$ cat config.mk
export PLATFORM = sky130hd
export DESIGN_NAME = serial_adder_ctrl
export DESIGN_NICKNAME = d
export VERILOG_FILES = /design/src/rtl/serial_arith_pkg.sv /design/src/rtl/half_adder.sv /design/src/rtl/serial_fa_cell.sv /design/src/rtl/serial_adder_ctrl.sv
export SDC_FILE = /design/constraint.sdc
export NUM_CORES = 1
export LEC_CHECK = 0
export ABC_CLOCK_PERIOD_IN_PS = 1700
export CAP_MARGIN = 30
export CELL_PAD_IN_SITES_DETAIL_PLACEMENT = 2
export CELL_PAD_IN_SITES_GLOBAL_PLACEMENT = 2
export CORE_UTILIZATION = 32
export DETAILED_ROUTE_END_ITERATION = 7
export PLACE_DENSITY_LB_ADDON = 0.1
export REMOVE_ABC_BUFFERS = 1
export SLEW_MARGIN = 20
export SYNTH_ARGS = -nofsm -noshare
export SYNTH_HDL_FRONTEND = slang
export SYNTH_HIERARCHICAL = 1
export SYNTH_SLANG_ARGS = --single-unit
$ cat constraint.sdc
create_clock -name clk -period 1.7 [get_ports clk]
set_input_delay 0.17 -clock clk [delete_from_list [all_inputs] [get_ports clk]]
set_output_delay 0.17 -clock clk [all_outputs]
set_load 0.02 [all_outputs]
$ cat src/rtl/serial_arith_pkg.sv
// Shared types for the bit-serial arithmetic blocks.
package serial_arith_pkg;

  localparam int unsigned DefaultWidth = 8;

  typedef enum logic [1:0] {
    IDLE = 2'd0,
    RUN  = 2'd1,
    DONE = 2'd2
  } state_e;

endpackage

$ cat src/rtl/half_adder.sv
// Single-bit half adder.
module half_adder (
  input  logic a,
  input  logic b,
  output logic s,
  output logic c
);

  assign s = a ^ b;
  assign c = a & b;

endmodule

$ cat src/rtl/serial_fa_cell.sv
// Combinational full-adder cell: two half adders plus an OR of their carries.
module serial_fa_cell (
  output logic S,
  output logic C,
  input  logic x,
  input  logic y,
  input  logic z
);

  logic s0, c0, c1;

  half_adder u_ha0 (
    .a(x),
    .b(y),
    .s(s0),
    .c(c0)
  );

  half_adder u_ha1 (
    .a(s0),
    .b(z),
    .s(S),
    .c(c1)
  );

  assign C = c0 | c1;

endmodule

$ cat src/rtl/serial_adder_ctrl.sv
// Bit-serial add/subtract sequencer: one bit pair per cycle, LSB first, through
// a single full-adder cell with the carry held in a flop between bits.
module serial_adder_ctrl
  import serial_arith_pkg::*;
#(
  parameter int unsigned WIDTH = DefaultWidth,
  localparam int unsigned CW = $clog2(WIDTH)
) (
  input  logic             clk,
  input  logic             rst_n,
  input  logic             start,
  input  logic             sub,
  input  logic [WIDTH-1:0] a,
  input  logic [WIDTH-1:0] b,
  input  logic             cin,
  output logic             busy,
  output logic             done,
  output logic [WIDTH-1:0] sum,
  output logic             cout,
  output logic             ovf
);

  localparam logic [CW-1:0] LastBit = CW'(WIDTH - 1);

  state_e           state;
  logic [WIDTH-1:0] a_q, b_q;
  logic [CW-1:0]    cnt_q;
  logic             carry_q;
  logic             msb_cin_q;
  logic             fa_s, fa_c;

  serial_fa_cell u_fa (
    .S(fa_s),
    .C(fa_c),
    .x(a_q[0]),
    .y(b_q[0]),
    .z(carry_q)
  );

  always_ff @(posedge clk or negedge rst_n) begin
    if (!rst_n) begin
      state     <= IDLE;
      busy      <= 1'b0;
      done      <= 1'b0;
      sum       <= '0;
      cout      <= 1'b0;
      ovf       <= 1'b0;
      a_q       <= '0;
      b_q       <= '0;
      cnt_q     <= '0;
      carry_q   <= 1'b0;
      msb_cin_q <= 1'b0;
    end else begin
      done <= 1'b0;
      case (state)
        IDLE: begin
          if (start) begin
            state   <= RUN;
            busy    <= 1'b1;
            a_q     <= a;
            b_q     <= sub ? ~b : b;
            carry_q <= sub ? 1'b1 : cin;
            cnt_q   <= '0;
            sum     <= '0;
          end
        end
        RUN: begin
          sum     <= {fa_s, sum[WIDTH-1:1]};
          a_q     <= a_q >> 1;
          b_q     <= b_q >> 1;
          carry_q <= fa_c;
          cnt_q   <= cnt_q + 1'b1;
          if (cnt_q == LastBit) begin
            // carry_q is the carry into the MSB on this final bit
            msb_cin_q <= carry_q;
            state     <= DONE;
            done      <= 1'b1;
            cout      <= fa_c;
            ovf       <= carry_q ^ fa_c;
          end
        end
        DONE: begin
          state <= IDLE;
          busy  <= 1'b0;
        end
        default: begin
          state <= IDLE;
          busy  <= 1'b0;
        end
      endcase
    end
  end

  logic unused_msb_cin;
  assign unused_msb_cin = msb_cin_q;

endmodule

==> flow_metrics.tcl <==
set metrics [dict create \
    die_area_um2 5280 \
    ctsHtreeMaxLevel 2 \
    grt_pass1_vias 1421 \
    die_w_um 72.7 \
    n_fill_cell 516 \
    yosys_warnings 6 \
    root_buffer "clkbuf_8" \
    track_usage_pct 17.9 \
    core_um2 4750 \
    wirelength_um 4240 \
    numCtsBuffers 5 \
    p_per_area_nw_per_um2 1640 \
    synthTopCellsByArea "dfrtp_1 (53%), a22o_1 (5.5%), a22oi_1 (5.2%), xnor2_1 (4.4%), nor2b_1 (4.3%)" \
    worst-path-max-fanout 3 \
    final.setup_skew_ns 0.00586 \
    syn_avg_cell_area_um2 11.0 \
    multi_input_area_um2 677 \
    start_util_pct 33.6 \
    cts.sinks 34 \
    die_h_um 72.7 \
    synth-main-ff-cell "dfrtp_1" \
    rsz0062_at_grt "false" \
    syn_inst 145 \
    netlist_area_um2 1600 \
    endpoint_kind "flop" \
    clk_pin_slew_ns 0.08 \
    dp_slack_ns 0.0727 \
    wire_per_inst_um 16.8 \
    crit_type "reg2reg" \
    cap_violations 0 \
    drive_above_1_share_pct 13.5 \
    rows 25 \
    fin_tns_setup_ns 0 \
    cts_repair_resize_count 0 \
    finalCriticalPeriod_ns 1.58 \
    cp.arrival_ns 1.74 \
    worstPathRequired_ns 1.86 \
    ios 33 \
    fmax_mhz 633 \
    antenna_found_initial 0 \
    ys_ff_latch 34 \
    total_power_mw 3.53 \
    grt_pass1_wl_um 7130 \
    outcome "finished clean" \
    whs_ns 0.290 \
    placed_area_um2 2050 \
    vias 1294 \
    peakVddDrop_uv 620 \
    syn_to_final_growth_pct 34.7 \
    postRouteAntennaNets 0 \
    synth_top_area_share_pct 53.2 \
    dr.pass1.iters 4 \
    synth_commonest_cells "dfrtp_1 (34), a21oi_1 (13), a22oi_1 (11), nor2b_1 (11)" \
    timing.final.crit_share_pct 93.0 \
    cts_hold_buf 0 \
    maxSlewViolCount 0 \
    cp-start-kind "flop" \
    gp_congestion 0.689 \
    initialDrtViolationCount 45 \
    drc 0 \
    clk_latency_ns 0.29 \
    cts_tree "done" \
    grt_max_degree 35 \
    num_antenna_cells 0 \
    yosys.cell_count.top_type "dfrtp_1" \
    seq_area_um2 851 \
    async_flop_share_pct 100 \
    tightestPinTransition_ns 0.448 \
    viasPerCell 5.13 \
    final-hold-violation-count 0 \
    setup_viol 0 \
    hold_path_class "in2async" \
    yosysTopAreaCell "dfrtp_1" \
    final_area_um2 2150 \
    grt_overflow 0 \
    synth_cell_types 29 \
    cellLeakagePower_nw 0.921 \
    cts_max_path_buffers 2 \
    io_buffer_count 32 \
    ys_seq_area_share_pct 53.2 \
    synth-edff-count 0 \
    postLayoutSetupSlackWorst_ns 0.120 \
    final_nets 209 \
    dp_hpwl_um 2990 \
    slew_headroom_pct 70.2 \
    post_cts_buffers 0 \
]
-- where the power goes --
| group | total [mW] | switching [mW] | leakage [nW] | internal (mW) |
|---|---|---|---|---|
| clock | 0.750 | 0.318 | 0.0579 | 0.432 |
| combinational | 1.41 | 0.679 | 0.423 | 0.728 |
| sequential | 1.37 | 0.256 | 0.440 | 1.11 |
-- critical path, cell delays in order (launching register included) --
cell and delay [ns]:
dfrtp_1 0.41, ha_1 0.30, ha_1 0.20, or2_1 0.27
a22oi_1 0.17, o21ai_0 0.11
-- routing by layer --
layer / vias up / global-route usage, % / routed length [µm]
met5: - / 0 / 0
met4: 0 / 5.66 / 46
met3: 6 / 4.42 / 172
met2: 32 / 29.5 / 2110
met1: 657 / 23.2 / 1910
li1: 599 / - / -
-- through the flow --
stage | instances | util [%]
final | 252 | 45.3
after detailed placement | 244 | 43.0
after CTS | 252 | 45.3
after global routing | 252 | 45.3
after global placement | 244 | 43.0
after floorplan | 133 | -
-- cell usage in the layout (no fill, tap or decap), drive strengths merged --
master and count:
nand3 1, a22o 10, a22oi 11, xnor2 8, or2 2, dfrtp 34
inv 3, o221ai 1, ha 4, clkinv 2, xor2 1, clkbuf 5
o32ai 2, nand2 7, and2 2, or3b 1, a21oi 13, o211ai 3
mux2 2, a221o 3, bufinv 1, nor2 3, buf 12, clkdlybuf4s50 32
o21ai 10, o21bai 1, nor2b 11
-- sequential cells by signal (all words and copies together), names as in the netlist --
signal	count
b_q	8
cnt_q	3
sum	8
cout	1
done	1
busy	1
state	2
carry_q	1
ovf	1
a_q	8
-- cell families after synthesis --
logic type	synth area share [%]
DFF	53.2
AOI/OAI and AO/OA	23.2
buffers and inverters	4.62
xor gates and xnor gates	4.93
and+or+nand+nor	9.23
muxes	1.64
adders and majority gates	3.13
-- worst paths after layout --
| check | from | end | slack (ns) | depth (start not counted) |
|---|---|---|---|---|
| setup / recovery | a_q[0] | carry_q | 0.12 | 5 |
| hold / removal | rst_n | ovf | 0.29 | 2 |
| setup reg to reg | a_q[0] | carry_q | 0.12 | 5 |
| hold reg to reg | b_q[1] | b_q[1] | 0.51 | 2 |
| max in group asynchronous | rst_n | a_q[5] | 1.09 | 2 |
| min in group clk | b_q[1] | b_q[1] | 0.51 | 2 |
-- cell type report --
cell class / instances / share of cell area, %
Tap cell: 67 / 3.89
Clock buffer: 5 / 3.19
Multi-Input combinational cell: 96 / 31.4
Inverter: 3 / 0.523
Sequential cell: 34 / 39.5
Timing Repair Buffer: 44 / 19.6
Clock inverter: 3 / 1.86
Note: power is estimated with default switching activity, not from simulation.
